### src/rtl/sort_scheduler.sv
// sort_scheduler
// ----------------------------------------------------------------------------
// Sequencer in front of the chip sorter. Colour classifications from the
// colour-sense stage are buffered in a small FIFO and arbitrated against lift
// requests. One job at a time is issued to the sorter over its
// colour/start/complete interface; the idle code (3'b111) is driven between
// jobs so that two identical colours in a row are re-latched by the sorter.
// A job that never completes within TIMEOUT cycles raises a fault.
//
// Handshakes:
//   Chip input is valid/ready: a code is taken on a rising clk edge when
//   chip_valid && chip_ready. Codes 101/110/111 are dropped silently.
//   Sorter side: sort_colour is held for the whole job; sort_complete is a
//   level that stays high until sort_colour changes. A stale high level left
//   from the previous job is ignored until it has dropped.
//
// Ports:
//   clk, rst        system clock, synchronous active-high reset
//   chip_valid      classified chip available
//   chip_colour[2:0] 000 red, 001 green, 010 blue, 011 bin, 100 recycle
//   chip_ready      FIFO not full
//   lift_req        lift request (pulse or level)
//   sort_complete   sorter done flag
//   sort_start      sorter enable (low only while faulted or in reset)
//   sort_colour[2:0] job code to sorter; 101 lift, 111 idle
//   busy            state is not IDLE
//   queue_count     FIFO occupancy
//   fault           job timeout fault
//   fault_clear     leave FAULT
//   sorted_count    completed chip jobs (wraps at 16 bits)
// ----------------------------------------------------------------------------
module sort_scheduler #(
    parameter int DEPTH      = 8,
    parameter int CNT_W      = 4,
    parameter int GAP_CYCLES = 4,
    parameter int TIMEOUT    = 250000000
) (
    input  logic             clk,
    input  logic             rst,
    input  logic             chip_valid,
    input  logic [2:0]       chip_colour,
    output logic             chip_ready,
    input  logic             lift_req,
    input  logic             sort_complete,
    output logic             sort_start,
    output logic [2:0]       sort_colour,
    output logic             busy,
    output logic [CNT_W-1:0] queue_count,
    output logic             fault,
    input  logic             fault_clear,
    output logic [15:0]      sorted_count
);

    localparam int PTR_W = (DEPTH > 1) ? $clog2(DEPTH) : 1;
    localparam int TMO_W = $clog2(TIMEOUT + 1);
    localparam int GAP_W = $clog2(GAP_CYCLES + 1);

    localparam logic [2:0] CODE_LIFT = 3'b101;
    localparam logic [2:0] CODE_IDLE = 3'b111;
    localparam logic [2:0] CODE_MAX  = 3'b100;

    localparam logic [TMO_W-1:0] TMO_LAST = TMO_W'(TIMEOUT - 1);
    localparam logic [GAP_W-1:0] GAP_LAST = GAP_W'(GAP_CYCLES - 1);
    localparam logic [CNT_W-1:0] CNT_FULL = CNT_W'(DEPTH);

    typedef enum logic [2:0] {
        S_IDLE,
        S_ISSUE,
        S_WAIT,
        S_GAP,
        S_FAULT
    } state_t;

    state_t            state_q, state_d;
    logic [2:0]        mem_q [DEPTH];
    logic [PTR_W-1:0]  wr_ptr_q, wr_ptr_d;
    logic [PTR_W-1:0]  rd_ptr_q, rd_ptr_d;
    logic [CNT_W-1:0]  count_q, count_d;
    logic              lift_pending_q, lift_pending_d;
    logic [2:0]        sort_colour_q, sort_colour_d;
    logic              sort_start_q, sort_start_d;
    logic              fault_q, fault_d;
    logic              busy_q, busy_d;
    logic [15:0]       sorted_count_q, sorted_count_d;
    logic [TMO_W-1:0]  tmo_q, tmo_d;
    logic [GAP_W-1:0]  gap_q, gap_d;

    logic              fifo_ready;
    logic              push;
    logic              pop;
    logic              take_lift;
    logic [2:0]        fifo_head;

    // Ready depends only on registered occupancy, so a full FIFO that pops
    // this cycle still refuses a push until the next one.
    assign fifo_ready = (count_q != CNT_FULL);
    assign push       = chip_valid && fifo_ready && (chip_colour <= CODE_MAX);
    assign fifo_head  = mem_q[rd_ptr_q];

    // ------------------------------------------------------------------
    // Next-state and datapath
    // ------------------------------------------------------------------
    always_comb begin
        state_d        = state_q;
        sort_colour_d  = sort_colour_q;
        sorted_count_d = sorted_count_q;
        tmo_d          = '0;
        gap_d          = '0;
        pop            = 1'b0;
        take_lift      = 1'b0;

        case (state_q)
            S_IDLE: begin
                if (lift_pending_q) begin
                    sort_colour_d = CODE_LIFT;
                    take_lift     = 1'b1;
                    state_d       = S_ISSUE;
                end else if (count_q != '0) begin
                    sort_colour_d = fifo_head;
                    pop           = 1'b1;
                    state_d       = S_ISSUE;
                end else begin
                    sort_colour_d = CODE_IDLE;
                end
            end

            S_ISSUE: begin
                // Leave only once the previous job's complete flag has
                // dropped, otherwise WAIT would see it as this job's.
                if (tmo_q == TMO_LAST) begin
                    sort_colour_d = CODE_IDLE;
                    state_d       = S_FAULT;
                end else begin
                    tmo_d = tmo_q + TMO_W'(1);
                    if (!sort_complete) begin
                        state_d = S_WAIT;
                    end
                end
            end

            S_WAIT: begin
                // Completion is checked first so it beats a same-cycle timeout.
                if (sort_complete) begin
                    sort_colour_d = CODE_IDLE;
                    state_d       = S_GAP;
                    if (sort_colour_q != CODE_LIFT) begin
                        sorted_count_d = sorted_count_q + 16'd1;
                    end
                end else if (tmo_q == TMO_LAST) begin
                    sort_colour_d = CODE_IDLE;
                    state_d       = S_FAULT;
                end else begin
                    tmo_d = tmo_q + TMO_W'(1);
                end
            end

            S_GAP: begin
                sort_colour_d = CODE_IDLE;
                if (gap_q == GAP_LAST) begin
                    state_d = S_IDLE;
                end else begin
                    gap_d = gap_q + GAP_W'(1);
                end
            end

            S_FAULT: begin
                // The timed-out job is simply dropped here.
                sort_colour_d = CODE_IDLE;
                if (fault_clear) begin
                    state_d = S_GAP;
                end
            end

            default: begin
                sort_colour_d = CODE_IDLE;
                state_d       = S_IDLE;
            end
        endcase

        // A request arriving while a lift is being dispatched or running
        // re-arms the flag, so exactly one further lift follows.
        lift_pending_d = lift_pending_q;
        if (take_lift) begin
            lift_pending_d = 1'b0;
        end
        if (lift_req) begin
            lift_pending_d = 1'b1;
        end

        wr_ptr_d = wr_ptr_q;
        rd_ptr_d = rd_ptr_q;
        count_d  = count_q;
        if (push) begin
            wr_ptr_d = wr_ptr_q + PTR_W'(1);
        end
        if (pop) begin
            rd_ptr_d = rd_ptr_q + PTR_W'(1);
        end
        if (push && !pop) begin
            count_d = count_q + CNT_W'(1);
        end else if (pop && !push) begin
            count_d = count_q - CNT_W'(1);
        end

        sort_start_d = (state_d != S_FAULT);
        fault_d      = (state_d == S_FAULT);
        busy_d       = (state_d != S_IDLE);
    end

    // ------------------------------------------------------------------
    // Registers
    // ------------------------------------------------------------------
    always_ff @(posedge clk) begin
        if (rst) begin
            state_q        <= S_IDLE;
            wr_ptr_q       <= '0;
            rd_ptr_q       <= '0;
            count_q        <= '0;
            lift_pending_q <= 1'b0;
            sort_colour_q  <= CODE_IDLE;
            sort_start_q   <= 1'b0;
            fault_q        <= 1'b0;
            busy_q         <= 1'b0;
            sorted_count_q <= '0;
            tmo_q          <= '0;
            gap_q          <= '0;
        end else begin
            state_q        <= state_d;
            wr_ptr_q       <= wr_ptr_d;
            rd_ptr_q       <= rd_ptr_d;
            count_q        <= count_d;
            lift_pending_q <= lift_pending_d;
            sort_colour_q  <= sort_colour_d;
            sort_start_q   <= sort_start_d;
            fault_q        <= fault_d;
            busy_q         <= busy_d;
            sorted_count_q <= sorted_count_d;
            tmo_q          <= tmo_d;
            gap_q          <= gap_d;
        end
    end

    // Storage needs no reset: entries are only read below the occupancy count.
    always_ff @(posedge clk) begin
        if (!rst && push) begin
            mem_q[wr_ptr_q] <= chip_colour;
        end
    end

    assign chip_ready   = fifo_ready;
    assign sort_start   = sort_start_q;
    assign sort_colour  = sort_colour_q;
    assign busy         = busy_q;
    assign queue_count  = count_q;
    assign fault        = fault_q;
    assign sorted_count = sorted_count_q;

endmodule

### config.mk
export PLATFORM = sky130hd
export DESIGN_NAME = sort_scheduler
export DESIGN_NICKNAME = d
export VERILOG_FILES = /design/src/rtl/sort_scheduler.sv
export SDC_FILE = /design/constraint.sdc
export NUM_CORES = 1
export LEC_CHECK = 0
export ABC_AREA = 1
export ABC_CLOCK_PERIOD_IN_PS = 6200
export BUFFER_PORTS_ARGS = -buffer_cell sky130_fd_sc_hd__buf_2
export CAP_MARGIN = 20
export CELL_PAD_IN_SITES_DETAIL_PLACEMENT = 1
export CELL_PAD_IN_SITES_GLOBAL_PLACEMENT = 1
export CORE_ASPECT_RATIO = 1.75
export CORE_MARGIN = 2
export CORE_UTILIZATION = 33
export CTS_CLUSTER_DIAMETER = 50
export CTS_CLUSTER_SIZE = 28
export DETAILED_ROUTE_END_ITERATION = 6
export PLACE_DENSITY = 0.62
export RECOVER_POWER = 25
export SLEW_MARGIN = 20
export SYNTH_ARGS = -nofsm -noshare
export SYNTH_HDL_FRONTEND = slang
export SYNTH_SLANG_ARGS = --single-unit
### constraint.sdc
create_clock -name clk -period 6.2 [get_ports clk]
set_clock_uncertainty 0.1 [all_clocks]
set_input_delay 0.31 -clock clk [delete_from_list [all_inputs] [get_ports clk]]
set_output_delay 0.31 -clock clk [all_outputs]
set_load 0.01 [all_outputs]
# After elaboration in Yosys (flattened, before gate mapping)
# Memory sizes are Yosys's and may differ from the RTL's. A register that Yosys moved wholly into a read port is not among the register bits.
# Cells that the tools add are included.
[classes]
reduce_logical = 15
addsub = 7
n_mux = 30
magnitude_cmp = 1
n_eq_ne = 10
n_bitwise = 1
[ops]
columns = ["cell", "n"]
rows = [
  ["two-way mux 28 bit", 2],
  ["one-hot mux 28 bit (2 select lines)", 1],
  ["two-way mux 3 bit", 14],
  ["adder 28 x 1 -> 28 bit (second input constant)", 1],
  ["equality test 28 bit (second input constant)", 1],
  ["adder 16 x 1 -> 16 bit (second input constant)", 1],
  ["one-hot mux 3 bit (5 select lines)", 1],
  ["adder 3 x 1 -> 3 bit (second input constant)", 3],
  ["equality test 3 x 2 -> 1 bit (second input constant)", 3],
  ["two-way mux 1 bit", 9],
  ["one-hot mux 3 bit (3 select lines)", 1],
  ["two-way mux 4 bit", 2],
  ["equality test 3 bit (second input constant)", 2],
  ["inequality test 3 bit (second input constant)", 2],
  ["logical AND 1 bit", 5],
  ["adder 4 x 1 -> 4 bit (second input constant)", 1],
  ["inequality test 4 bit (second input constant)", 1],
  ["nonzero test 2 bit", 2],
  ["nonzero test 4 bit", 1],
  ["subtractor 4 x 1 -> 4 bit (second input constant)", 1],
  ["equality test 3 x 1 -> 1 bit (second input constant)", 1],
  ["less-or-equal comparator 3 bit (second input constant)", 1],
  ["zero test 1 bit", 3],
  ["zero test 3 bit", 1],
  ["other kinds (4)", 4],
]
[totals]
ram_bits = 24
in_bits = 9
wordCells = 77
output_inout_bits = 27
n_memories = 1
regBits = 67
[memory_table]
columns = ["name", "depth", "width", "read_ports", "rd_ports_with_merged_regs", "write_ports", "line_no", "source"]
rows = [
  ["mem_q", 8, 3, 1, 1, 1, "75", "logic [2:0] mem_q [DEPTH];"],
]

# Logic depth before layout (Yosys ltp)
[logic_depth]
ltp_word = 7
ltp_mapped = 16

# Worst setup path before layout
# No wires, ideal clock.
[synth_path]
path_type = "register -> register"
from = "register state_q[1]"
to = "register count_q[3] (netlist: queue_count[3])"
t_required_ps = 5968
synth_period_minus_slack_ps = 2216
path_stages_with_launch = 17
n_path_buf = 0
setup_slack_ps = 3984
arrival_ps = 1984
cell_sequence = "dfxtp_1 -> nor2_1 -> inv_1 -> nor2_2 -> inv_1 -> nor2_4 -> inv_1 -> ha_1 -> inv_1 -> ha_1 -> nand2_1 -> inv_1 -> o21ai_0 -> a21o_1 -> nand2_1 -> nand2_1 -> a21oi_1"
[synth_via]
elab_chain_len = 5
word_cells_on_any_way = 7
cone_classes = "mux: 2; reduce/logical: 5"
[synth_lines]
columns = ["item", "line_no", "source"]
rows = [
  ["from (decl)", "74", "state_t state_q, state_d;"],
  ["from (signal assigned)", "228", "state_q <= state_d;"],
  ["zero test 3 bit *", "112", "case (state_q)"],
  ["two-way mux 1 bit *", "112", ""],
  ["zero test 1 bit", "199", "if (push && !pop) begin"],
  ["logical AND 1 bit", "199", ""],
  ["two-way mux 4 bit / nonzero test 2 bit (equally long branches)", "n/a", ""],
  ["to (signal assigned)", "231", "count_q <= count_d;"],
  ["to (decl)", "78", "logic [CNT_W-1:0] count_q, count_d;"],
]
# Every way passes the cells marked *; elsewhere a longest branch is shown, timed or not.
# A chain may end at the register's enable or synchronous reset.

# Worst setup path after layout
# Ends and elaborated chain as after synthesis.

==> results_dict.tcl <==
set metrics [dict create \
    yosysMostFrequentCell "nand2_1" \
    initial_core_util_pct 33.9 \
    synthAdderAreaFrac_pct 2.81 \
    avgRoutedWirePerCell_um 15.3 \
    synth_area_um2 4720 \
    drt-total-wl_mm 13.1 \
    num_vias 4135 \
    routabilityCongestion 0.811 \
    clkTransAtPathRegs_ps 70 \
    grt_pass1_wl_mm 21.6 \
    antenna_found_initial 0 \
    rr_endpoint "queue_count[3]$_SDFFE_PP0P_" \
    synth_compound_area_share_pct 5.57 \
    synth_cell_types 37 \
    rrSetupSlack_ps 3700 \
    placedCellCount 838 \
    reg2reg_from "state_q[1]$_SDFF_PP0_" \
    postCtsSetupBuffers 0 \
    hold_class "input port to flip-flop" \
    fin_crit_sh_pct 40.3 \
    clkPwrFrac_pct 31.9 \
    ys_ff_latch 94 \
    cts_tree "yes" \
    die_h_um 162 \
    die_width_um 94.4 \
    dp_slack_ps 3680 \
    synth_top_area_cell "dfxtp_1" \
    ys_seq_area_share_pct 45.0 \
    path_class "flip-flop to flip-flop" \
    drtIter0Drc 123 \
    fillers 1790 \
    hpwl_mm 10.3 \
    synthCells 633 \
    status "complete, no violations" \
    start_kind "flip-flop" \
    io_buffers 35 \
    fin_nets 691 \
    finalSetupTns_ps 0 \
    post-route-min-period_ps 2500 \
    synth_mux_area_share_pct 0 \
    antenna_left 0 \
    synth_top_family_by_area "simple AND/OR/NAND/NOR gates" \
    p_per_area_nw_per_um2 331 \
    slew_headroom_pct 57.7 \
    synthSimpleGateAreaFrac_pct 35.9 \
    rows 57 \
    synthTopCellsByCount "nand2_1, nor2_1, inv_1" \
    drc 0 \
    cts_root_buf "clkbuf_16" \
    cts-resized-gates 0 \
    synthArstFlopShare_pct 0 \
    clock_sinks 94 \
    setup_viol 0 \
    n_antenna_cell 0 \
    synth_edf_count 24 \
    synth.area.top_cells "dfxtp_1, edfxtp_1, nand2_1, nor2_1, nand3_1" \
    viasPerCell 4.84 \
    drv_slew 0 \
    leakage_uw 0.00206 \
    grt_pass1_vias 4450 \
    ys.flop_type "dfxtp_1" \
    irDropWorstVdd_mv 0.170 \
    syn-num-nets 652 \
    p_int_uw 1120 \
    ioPinCount 36 \
    cp.arrival_ps 2600 \
    clock_latency_ps 340 \
    worstMarginPinSlew_ps 634 \
    overflow 0 \
    core_um2 13900 \
    numCtsBuffers 9 \
    endpoint "queue_count[3]$_SDFFE_PP0P_" \
    combPwrFrac_pct 25.9 \
    drt_pass1_iterations 4 \
    grt_setup_unrepaired "no" \
    startpoint "state_q[1]$_SDFF_PP0_" \
    grt_util_all_layers_pct 18.2 \
    clk_path_buf_depth 2 \
    htreeDepth 3 \
    synth_area_per_cell_um2 7.45 \
    sw_frac_of_total_pct 36.6 \
    final-hold-violation-count 0 \
    crit_path_max_fanout 6 \
    finish.utilization_pct 38.5 \
    synth-xor-area-share_pct 2.97 \
    cap_violations 0 \
    timing.final.ws_setup_ps 3700 \
    ys_warn_count 0 \
    synth_top_area_share_pct 29.7 \
    pwr-share-seq_pct 42.2 \
    drive_gt1_share_pct 9.45 \
    grt_max_degree 23 \
    required_ps 6310 \
    critPathCaptureType "flip-flop" \
    final_cells 854 \
    die-area_um2 15300 \
    worstRegToRegCells 16 \
    area_growth_pct 13.5 \
    cts_hold_buf 0 \
    power_switching_uw 647 \
    fmax_mhz 401 \
]
## flip-flops by register name, summed over array words and instances (netlist names), named ones only
signal          count
tmo_q              28
fault               1
sort_colour         3
sort_start          1
sorted_count       16
mem_q              24
wr_ptr_q            3
state_q             3
rd_ptr_q            3
queue_count         4
lift_pending_q      1
gap_q               3
busy                1
## layout make-up
class	count	area, um^2	share of cell area [%]
repair buffers	35	156	2.92
flip-flops and latches	94	2120	39.6
well taps	177	221	4.14
clock inverters	7	75.1	1.40
multi-input cells	446	2230	41.6
clock buffers	9	225	4.21
inverters	86	325	6.08
## critical path: stages, from the launching register on
cell	delay [ps]
dfxtp_1	380
nor2_1	150
inv_1	80
nor2_2	170
inv_1	110
nor2_4	140
inv_1	70
ha_1	200
inv_1	120
ha_1	240
nand2_1	60
inv_1	30
o21ai_0	210
a21o_1	150
nand2_1	40
nand2_1	50
a21oi_1	60
## how the worst min path moves through the flow
stage                   startpoint                          end  slack (ps)  depth (start not counted)
6_report                  lift_req  lift_pending_q$_SDFFE_PP0P_          80                          3
5_1_grt                   lift_req  lift_pending_q$_SDFFE_PP0P_          90                          3
4_1_cts                   lift_req  lift_pending_q$_SDFFE_PP0P_          70                          3
3_5_place_dp   gap_q[0]$_SDFF_PP0_          gap_q[0]$_SDFF_PP0_         330                          1
3_3_place_gp   gap_q[0]$_SDFF_PP0_          gap_q[0]$_SDFF_PP0_         310                          1
2_1_floorplan  gap_q[0]$_SDFF_PP0_          gap_q[0]$_SDFF_PP0_         300                          1
## power by group through the flow
| stage | Sequential [uW] | Clock [uW] | Combinational (uW) |
|---|---|---|---|
| floorplan | 749 | 0 | 339 |
| global placement | 756 | 0 | 462 |
| detailed placement | 761 | 0 | 473 |
| CTS | 747 | 585 | 477 |
| global route | 755 | 605 | 535 |
| finish | 747 | 565 | 459 |
## placed cells by master, fill, tap and decap left out, types with 2 or more instances in the layout
cell         n
nand3_1     63
inv_6        2
nor2_2       7
ha_1         9
inv_2        2
nand2_2      4
nor3_1      28
xor2_1      10
a21oi_1     24
edfxtp_1    24
o21ai_0     18
nand2_1    150
nand4_1      8
nor3_2       2
buf_2       20
clkbuf_1    15
nor3b_1      4
nand3b_1     2
nor2_4       5
xnor2_1      6
nand3_4      2
inv_8        3
clkbuf_16    9
inv_1       83
dfxtp_1     70
nor4_1       2
nor2_1      89
or2_2        2
## cells by family after synthesis
| group | count (synthesis) |
|---|---|
| adder cells (fa/ha/maj) | 10 |
| XOR/XNOR | 16 |
| buffers and inverters | 93 |
| AO/OA/AOI/OAI | 48 |
| flip-flops | 94 |
| AND/OR/NAND/NOR | 372 |
## layer usage
layer	track usage [%]	wire length [um]
met5	0	0
met1	18.4	4930
met4	6.46	376
met2	36.2	7520
met3	2.69	261
## metrics by stage
step                      hold slack (ps)  total power [uW]  area, um^2
after floorplan                       299              1090        4720
after global placement                308              1220        5070
after detailed placement              325              1230        5070
after CTS                            74.7              1810        5370
after global routing                 89.9              1900        5350
final                                81.5              1770        5350
No activity file was read; power rests on OpenSTA's default activity.
